**src/rtl/tt_um_example.sv**
```systemverilog
// Serial pattern detector.
// Shifts one bit per enabled cycle into an 8-bit history and compares the newest
// seq_len bits (clamped to 8) against the low bits of a right-aligned pattern.
// It reports a one-cycle match pulse, a sticky detected flag and a saturating
// 6-bit match count.
module tt_um_example (
  input  logic       clk,
  input  logic       rst_n,   // active-high synchronous reset despite the name
  input  logic       ena,
  input  logic [7:0] ui_in,
  input  logic [7:0] uio_in,
  output logic [7:0] uo_out,
  output logic [7:0] uio_out,
  output logic [7:0] uio_oe
);

  logic [7:0] shift_q, shift_d;
  logic [3:0] fill_q, fill_d;
  logic       pulse_q;
  logic       sticky_q;
  logic [5:0] count_q;

  logic [3:0] len;
  logic [7:0] mask;
  logic       match;

  // ui_in[7:6] carry no function
  logic unused_bits;
  assign unused_bits = ^ui_in[7:6];

  // Next history and fill level as if the current bit is accepted
  always_comb begin
    shift_d = {shift_q[6:0], ui_in[0]};
    fill_d  = (fill_q == 4'd8) ? 4'd8 : fill_q + 4'd1;
  end

  // Effective length and compare mask; len 0 yields an empty mask
  always_comb begin
    len  = (ui_in[5:1] > 5'd8) ? 4'd8 : ui_in[4:1];
    mask = 8'h00;
    for (int i = 0; i < 8; i++) begin
      mask[i] = (4'(i) < len);
    end
  end

  // Match needs a non-zero length, enough history, and equal masked bits
  always_comb begin
    match = (len != 4'd0) && (fill_d >= len) && (((shift_d ^ uio_in) & mask) == 8'h00);
  end

  // State update: reset wins over enable; disabled cycles hold all but the pulse
  always_ff @(posedge clk) begin
    if (rst_n) begin
      shift_q  <= 8'h00;
      fill_q   <= 4'd0;
      pulse_q  <= 1'b0;
      sticky_q <= 1'b0;
      count_q  <= 6'd0;
    end else if (ena) begin
      shift_q <= shift_d;
      fill_q  <= fill_d;
      pulse_q <= match;
      if (match) begin
        sticky_q <= 1'b1;
        if (count_q != 6'd63) begin
          count_q <= count_q + 6'd1;
        end
      end
    end else begin
      pulse_q <= 1'b0;
    end
  end

  // Outputs come straight from registers; the bidirectional pins stay inputs
  always_comb begin
    uo_out  = {count_q, sticky_q, pulse_q};
    uio_out = 8'h00;
    uio_oe  = 8'h00;
  end

endmodule

```
**config.mk**
```make
export PLATFORM = sky130hd
export DESIGN_NAME = tt_um_example
export DESIGN_NICKNAME = d
export VERILOG_FILES = /design/src/rtl/tt_um_example.sv
export SDC_FILE = /design/constraint.sdc
export NUM_CORES = 1
export LEC_CHECK = 0
export CAP_MARGIN = 10
export CORE_MARGIN = 8
export CORE_UTILIZATION = 65
export CTS_BUF_LIST = sky130_fd_sc_hd__clkbuf_8
export DETAILED_ROUTE_END_ITERATION = 8
export DONT_BUFFER_PORTS = 1
export PLACE_DENSITY_LB_ADDON = 0.25
export SYNTH_ARGS = -nofsm -noshare
export SYNTH_HDL_FRONTEND = slang
export SYNTH_SLANG_ARGS = --single-unit
export TNS_END_PERCENT = 50
```
**constraint.sdc**
```tcl
create_clock -name clk -period 2.9 [get_ports clk]
set_input_delay 0.145 -clock clk [delete_from_list [all_inputs] [get_ports clk]]
set_output_delay 0.145 -clock clk [all_outputs]
set_load 0.1 [all_outputs]
```
==> out/metrics.sh, run 1 <==
GRT_ANTENNA_BEFORE_REPAIR=0
FILLERINSTANCES=151
LAYOUT.CELLS.MOST_COMMON='sky130_fd_sc_hd__dfxtp_1'
VDD_IR_MAX_uV=381.5
LAYOUT_COMMON_CELLS='sky130_fd_sc_hd__dfxtp_1 (19), sky130_fd_sc_hd__conb_1 (16), sky130_fd_sc_hd__nor2_1 (15)'
CLOCK-SKEW-FINAL_PS=1.384
DETAILROUTE.WIRELENGTH.MET3_UM=199
DIE_AREA_UM2=3490
CTS_MAX_PATH_BUFFERS=2
PLACEDCELLCOUNT=166
OUTCOME='complete, no violations'
FINALSETUPVIOLATIONS=0
YOSYSWARNINGCOUNT=0
WL_PER_CELL_UM=14.38
SYNTH_EDF_COUNT=0
DETAIL_ROUTE.FIRST_PASS.ITERATIONS=2
VIAS_PER_CELL=5.408
FINAL-HOLD-VIOLATION-COUNT=0
FIRST_ITER_VIOLATIONS=14
AREA_DELTA_SYNTH_FINAL_PCT=5.187
MULTIPLEXER_AREA_FRACTION_AFTER_SYNTHESIS_PCT=7.573
YOSYSSEQAREASHARE_PCT=31.54
WORST_R2R_ENDPOINT='count_q[5]'
SYNTH_TOP_CELL_AREA_SHARE_PCT=31.54
ROUTED-VIA-COUNT=941
YOSYS.AREA_SHARE.ADDER_PCT=6.224
YS_ASYNC_SR_FRACTION_PCT=0
NUMBER_OF_PINS_EXCEEDING_THEIR_MAX_SLEW_LIMIT_IN_THE_FINAL_REPORT=0
RRSETUPSLACK_PS=170
CTS_TREE='built'
YOSYS.AREA_SHARE.XOR_XNOR_PCT=7.261
YS_SEQ_ELEMENTS=19
CTS-BUFFERS-INSERTED=3
FINAL_PERIOD_MINUS_WORST_SETUP_SLACK_PS=2731
CLK_PIN_SLEW_WORST_PATHS_PS=70
FLOORPLAN.INITIALDENSITY_PCT=69.10
CORE_UM2=1745
FLOORPLAN.ROWS=15
SYNTH_AREA_LEADER_CELL='sky130_fd_sc_hd__dfxtp_1'
M1WIRELENGTH_UM=1043
MET2_WIRELENGTH_UM=1210
MIN_PATH_TYPE='in2reg'
DOMINANT_COMBINATIONAL_CELL_FAMILY_BY_AREA_AFTER_SYNTHESIS='simple AND/OR/NAND/NOR gates'
POWER_PER_CELL_AREA_nW_PER_UM2=473.2
GROUTE.USAGE.OVERALL_PCT=14.49
CTS.SINK_COUNT=19
CAP_VIOLATIONS=0
WORSTPATHMAXFANOUT=8
NETS=175
DOMINANTREGCELLSYNTH='sky130_fd_sc_hd__dfxtp_1'
TIMING_WORST_SLEW_PIN_VALUE_PS=1046
ANT_NETS=0
DESIGN.PORTCOUNT=43
TIMING.FINAL.CRIT_SHARE_PCT=94.17
HIGHEST_LAYER='met4'
FIRST_PASS_GRT_WIRE_LENGTH_UM=3967
SYNTHESIS.AREA_PER_INSTANCE_UM2=8.435
STARTPOINT_TYPE='flip-flop'
HOLDPATHSTAGES=2
SYNTH_TOP_CELLS_BY_AREA='sky130_fd_sc_hd__dfxtp_1 (32%), sky130_fd_sc_hd__buf_4 (11%), sky130_fd_sc_hd__mux2i_1 (6.6%), sky130_fd_sc_hd__ha_1 (6.2%), sky130_fd_sc_hd__nor2_1 (4.7%)'
FINALWIRELENGTH_UM=2502
WORSTSETUPENDPOINTTYPE='flip-flop'
POST-LAYOUT-TOTAL-POWER_mW=0.6004
PLACEMENT.SETUP.WORST_SLACK_PS=152.3
HOLDPATHEND='shift_q[0]'
PLACE_CONGESTION=0.7601
DRC_ERRORS=0
WORSTHOLDSTART='ui_in[0]'
PLACE_HPWL_UM=1914
GLOBALROUTE.TOTALOVERFLOW=0
FINAL_CELLS=174
NETLIST_AREA_UM2=1206
CRITPATHKIND='reg2reg'
SETUP_WS_PS=169.0
CRIT_ARRIVAL_PS=2910
AREA_FRACTION_IN_AND_OR_NAND_AND_NOR_CELLS_AFTER_SYNTHESIS_PCT=19.50
TIMING.RR.START='fill_q[0]'
STATIC_LEAK_nW=0.5260
FMAXACHIEVABLE_GHz=0.3662
CTSROOTBUFFERMASTER='sky130_fd_sc_hd__clkbuf_8'
MAXIMUM_NUMBER_OF_PINS_ON_ONE_NET_BEFORE_GLOBAL_ROUTE_REPAIR=20
REQUIRED_PS=3080
SHARE_OF_CELLS_ABOVE_DRIVE_STRENGTH_1_PCT=10.74
SYNTH_COMPOUND_AREA_SHARE_PCT=13.17
CHIPHEIGHT_UM=59.08
WORST_SKEW_PAIR.LATE_LATENCY_PS=250
WORST-R2R-CELL-COUNT=11
GRT_PASS1_VIAS=935
SETUP_TNS_PS=0
HTREE_NUM_LEVELS=1
SYNTHCELLS=143
ANTENNA-DIODE-COUNT=0
RELSLEWSLACK_PCT=30.15
DIE_X_UM=59.08
IO_BUFFERS=0
YS_TYPES=36
-- worst max path at each step --
stage / from / depth (start not counted) / end
after floorplan: fill_q[0] / 11 / count_q[5]
after global placement: fill_q[0] / 11 / count_q[5]
after detailed placement: fill_q[0] / 11 / count_q[5]
after CTS: fill_q[0] / 11 / count_q[5]
after global routing: fill_q[0] / 11 / count_q[5]
final: fill_q[0] / 11 / count_q[5]
-- power breakdown --
part | total [mW] | switching (mW) | leakage [nW] | internal, mW
clock | 0.176 | 0.0821 | 0.0269 | 0.0940
combinational | 0.152 | 0.123 | 0.345 | 0.0287
sequential | 0.272 | 0.00610 | 0.154 | 0.266
total | 0.600 | 0.212 | 0.526 | 0.389
-- state kept, by name, indices dropped and copies added, names as in the netlist --
name and flops:
count_q 6, pulse_q 1, fill_q 4, sticky_q 1, shift_q 7
-- routing by layer --
layer  vias to the layer above  track usage (%)
met4                         0            8.191
met1                       431            14.69
met2                        28            25.55
met5                         -                0
met3                         4            4.555
li1                        478                -
-- synth_stat cells (all sizes together), types with 2 or more instances --
cell type,number
a211oi,4
a21oi,9
and3,2
buf,20
clkbuf,2
dfxtp,19
ha,6
inv,6
mux2i,8
nand2,4
nand3,7
nand4,2
nor2,15
nor2b,2
nor3,2
nor4,2
o21ai,6
o31ai,2
or3,3
or4,2
xnor2,4
xor2,6
-- worst max-delay path, stage by stage, from the launching register on --
cell                       delay (ps)
sky130_fd_sc_hd__dfxtp_1          390
sky130_fd_sc_hd__inv_1            100
sky130_fd_sc_hd__ha_1             210
sky130_fd_sc_hd__nand2_1          110
sky130_fd_sc_hd__o21ai_0          130
sky130_fd_sc_hd__ha_1             300
sky130_fd_sc_hd__nand2b_1         100
sky130_fd_sc_hd__a211oi_1         100
sky130_fd_sc_hd__o211ai_1         330
sky130_fd_sc_hd__nand3_2          200
sky130_fd_sc_hd__or4_1            510
sky130_fd_sc_hd__a21oi_1          160
-- through the flow --
| step | utilization (%) | hold slack, ps | cell area [um^2] |
|---|---|---|---|
| floorplan | - | 292.6 | 1262 |
| global placement | 67.60 | 216.1 | 1180 |
| detailed placement | 67.60 | 219.4 | 1180 |
| CTS | 71.33 | 41.25 | 1245 |
| global route | 72.69 | 46.73 | 1269 |
| finish | 72.69 | 42.71 | 1269 |
-- logic make-up after synthesis --
kind of cell               count (synthesis)
muxes                                      9
other                                      1
buffers and inverters                     28
DFF                                       19
adders and majority gates                  6
AOI/OAI and AO/OA                         25
xor gates and xnor gates                  10
and+or+nand+nor                           45
-- timing repair --
| item | CTS | global route |
|---|---|---|
| setup endpoints to repair | 0 | 4 |
| hold buffers | 2 | 0 |
| hold endpoints to repair | 19 | 0 |
| setup buffers | 0 | 2 |
| gates resized for setup | 0 | 2 |
-- area by class of cell --
class / instances / area (um^2) / area share [%]
clock buffer: 3 / 41.29 / 3.254
multi-input combinational: 111 / 716.9 / 56.51
clock inverter: 1 / 3.754 / 0.2959
sequential: 19 / 380.4 / 29.98
timing repair buffer: 9 / 72.57 / 5.720
tap: 25 / 31.28 / 2.465
inverter: 6 / 22.52 / 1.775
No activity file was read; power rests on OpenSTA's default activity.
==> inputs of run 2 (changes only) <==
PLACE_DENSITY = 0.88   (was default)
PLACE_DENSITY_LB_ADDON = default   (was 0.25)
==> out/metrics.sh, run 2 (synthesis gave the netlist of run 1 again) <==
OUTCOME='complete, no violations'  # unchanged
PLACE_AREA_UM2=1180  # unchanged
CORE_UM2=1745  # unchanged
CTSROOTBUFFERMASTER='sky130_fd_sc_hd__clkbuf_8'  # unchanged
FINALSETUPVIOLATIONS=0  # unchanged
NETS=178  # was 175
CTS_TREE='built'  # unchanged
TIMING.RR.START='fill_q[0]'  # unchanged
AREA_DELTA_SYNTH_FINAL_PCT=7.469  # was 5.187%
ANTENNA-DIODE-COUNT=0  # unchanged
WORSTSETUPENDPOINTTYPE='flip-flop'  # unchanged
ANT_NETS=0  # unchanged
STATIC_LEAK_nW=0.5404  # was 0.5260 nW
SETUP_WS_PS=188.3  # was 169.0 ps
DRC_ERRORS=0  # unchanged
FINAL_CELLS=177  # was 174
WORSTPATHMAXFANOUT=7  # was 8
TIMING_WORST_SLEW_PIN_VALUE_PS=1026  # was 1046 ps
CTS-BUFFERS-INSERTED=3  # unchanged
STARTPOINT_TYPE='flip-flop'  # unchanged
CLK_PIN_SLEW_WORST_PATHS_PS=70  # about the same
DIE_AREA_UM2=3490  # unchanged
POST-LAYOUT-TOTAL-POWER_mW=0.6069  # was 0.6004 mW
GRT_ANTENNA_BEFORE_REPAIR=0  # unchanged
VDD_IR_MAX_uV=415.9  # was 381.5 uV
REQUIRED_PS=3080  # about the same
FINAL_AREA_UM2=1296  # was 1269 um^2
CAP_VIOLATIONS=0  # unchanged
FMAXACHIEVABLE_GHz=0.3688  # was 0.3662 GHz
CHIPHEIGHT_UM=59.08  # unchanged
CTS.SINK_COUNT=19  # unchanged
PLACE_CONGESTION=0.8191  # was 0.7601
DESIGN.PORTCOUNT=43  # unchanged
VIAS_PER_CELL=5.469  # was 5.408
DETAIL_ROUTE.FIRST_PASS.ITERATIONS=4  # was 2
GROUTE.USAGE.OVERALL_PCT=13.38  # was 14.49%
FINALWIRELENGTH_UM=2511  # was 2502 um
HTREE_NUM_LEVELS=1  # unchanged
LARGEST_REGISTERS='shift_q: 7 flops, count_q: 6 flops, fill_q: 4 flops'  # unchanged
LAYOUT_COMMON_CELLS='sky130_fd_sc_hd__dfxtp_1 (19), sky130_fd_sc_hd__conb_1 (16), sky130_fd_sc_hd__nor2_1 (15)'  # unchanged
IO_BUFFERS=0  # unchanged
POWER_PER_CELL_AREA_nW_PER_UM2=468.2  # was 473.2 nW/um^2
MIN_PATH_TYPE='in2reg'  # unchanged
FLOORPLAN.INITIALDENSITY_PCT=69.10  # unchanged
CLOCK-SKEW-FINAL_PS=1.465  # was 1.384 ps
WORST_SKEW_PAIR.LATE_LATENCY_PS=250  # about the same
SETUP_TNS_PS=0  # unchanged
NUMBER_OF_PINS_EXCEEDING_THEIR_MAX_SLEW_LIMIT_IN_THE_FINAL_REPORT=0  # unchanged
WL_PER_CELL_UM=14.19  # was 14.38 um
ROUTED-VIA-COUNT=968  # was 941
LARGEST_REGISTER_FF_COUNT=7  # unchanged
FINAL-HOLD-VIOLATION-COUNT=0  # unchanged
PLACEMENT.SETUP.WORST_SLACK_PS=196.4  # was 152.3 ps
TIMING.FINAL.CRIT_SHARE_PCT=93.51  # was 94.17%
FLOORPLAN.ROWS=15  # unchanged
CTS_MAX_PATH_BUFFERS=2  # unchanged
GRT_PASS1_VIAS=924  # was 935
RELSLEWSLACK_PCT=31.52  # was 30.15%
CRITPATHKIND='reg2reg'  # unchanged
GLOBALROUTE.TOTALOVERFLOW=0  # unchanged
LAYOUT.CELLS.MOST_COMMON='sky130_fd_sc_hd__dfxtp_1'  # unchanged
FIRST_PASS_GRT_WIRE_LENGTH_UM=3767  # was 3967 um
SHARE_OF_CELLS_ABOVE_DRIVE_STRENGTH_1_PCT=13.16  # was 10.74%
MAXIMUM_NUMBER_OF_PINS_ON_ONE_NET_BEFORE_GLOBAL_ROUTE_REPAIR=20  # unchanged
CRIT_ARRIVAL_PS=2890  # was 2910 ps
PLACE_HPWL_UM=1845  # was 1914 um
FINAL_PERIOD_MINUS_WORST_SETUP_SLACK_PS=2712  # was 2731 ps
FINALHOLDWORSTSLACK_PS=42.91  # was 42.71 ps
PLACEDCELLCOUNT=166  # unchanged
DIE_X_UM=59.08  # unchanged
WORSTHOLDSTART='ui_in[0]'  # unchanged
REGISTER_BANK_WITH_THE_MOST_FLOPS='shift_q'  # unchanged
WORST_SETUP_PATH_STARTPOINT='fill_q[0]'  # unchanged
UTILIZATION_PCT=74.27  # was 72.69%
FIRST_ITER_VIOLATIONS=33  # was 14
## run 2: power breakdown
| group | internal [mW] | leakage (nW) | switching, mW |
|---|---|---|---|
| logic | 0.0329 | 0.360 | 0.124 |
| clock network | 0.0941 | 0.0269 | 0.0832 |
| registers | 0.266 | 0.154 | 0.00622 |
## run 2: cell type report
cell class / count / area, um^2
Inverter: 6 / 22.52
Clock inverter: 1 / 3.754
Tap cell: 25 / 31.28
Sequential cell: 19 / 380.4
Clock buffer: 3 / 41.29
Multi-Input combinational cell: 111 / 721.9
Timing Repair Buffer: 12 / 95.09
Fill cell: 137 / 449.2
## run 2: path summary, 6_finish.rpt
path | end | slack (ps) | cells after the start
setup / recovery | count_q[5] | 190 | 11
hold / removal | shift_q[0] | 40 | 2
setup reg to reg | count_q[5] | 190 | 11
hold reg to reg | shift_q[6] | 520 | 2
## run 2: repair_timing
action / 4_1_cts / 5_1_grt
hold endpoints to repair: 19 / 0
buffers inserted: 0 / 5
setup endpoints to repair: 0 / 3
hold buffers: 2 / 0
resized for setup: 0 / 3
## run 2: per-layer routing
layer	share of wire, %	global-route usage [%]
met5	0	0
met4	1.0	5.802
met3	11	4.555
met2	48	23.36
met1	40	14.18
## run 2: critical path, stage by stage (launching register included)
cell	delay, ps
sky130_fd_sc_hd__dfxtp_1	390
sky130_fd_sc_hd__inv_1	100
sky130_fd_sc_hd__ha_1	210
sky130_fd_sc_hd__nand2_1	120
sky130_fd_sc_hd__o21ai_0	130
sky130_fd_sc_hd__ha_1	300
sky130_fd_sc_hd__nand2b_1	110
sky130_fd_sc_hd__a211oi_2	80
sky130_fd_sc_hd__o211ai_1	360
sky130_fd_sc_hd__nand3_2	190
sky130_fd_sc_hd__or4_1	500
sky130_fd_sc_hd__a21oi_1	150
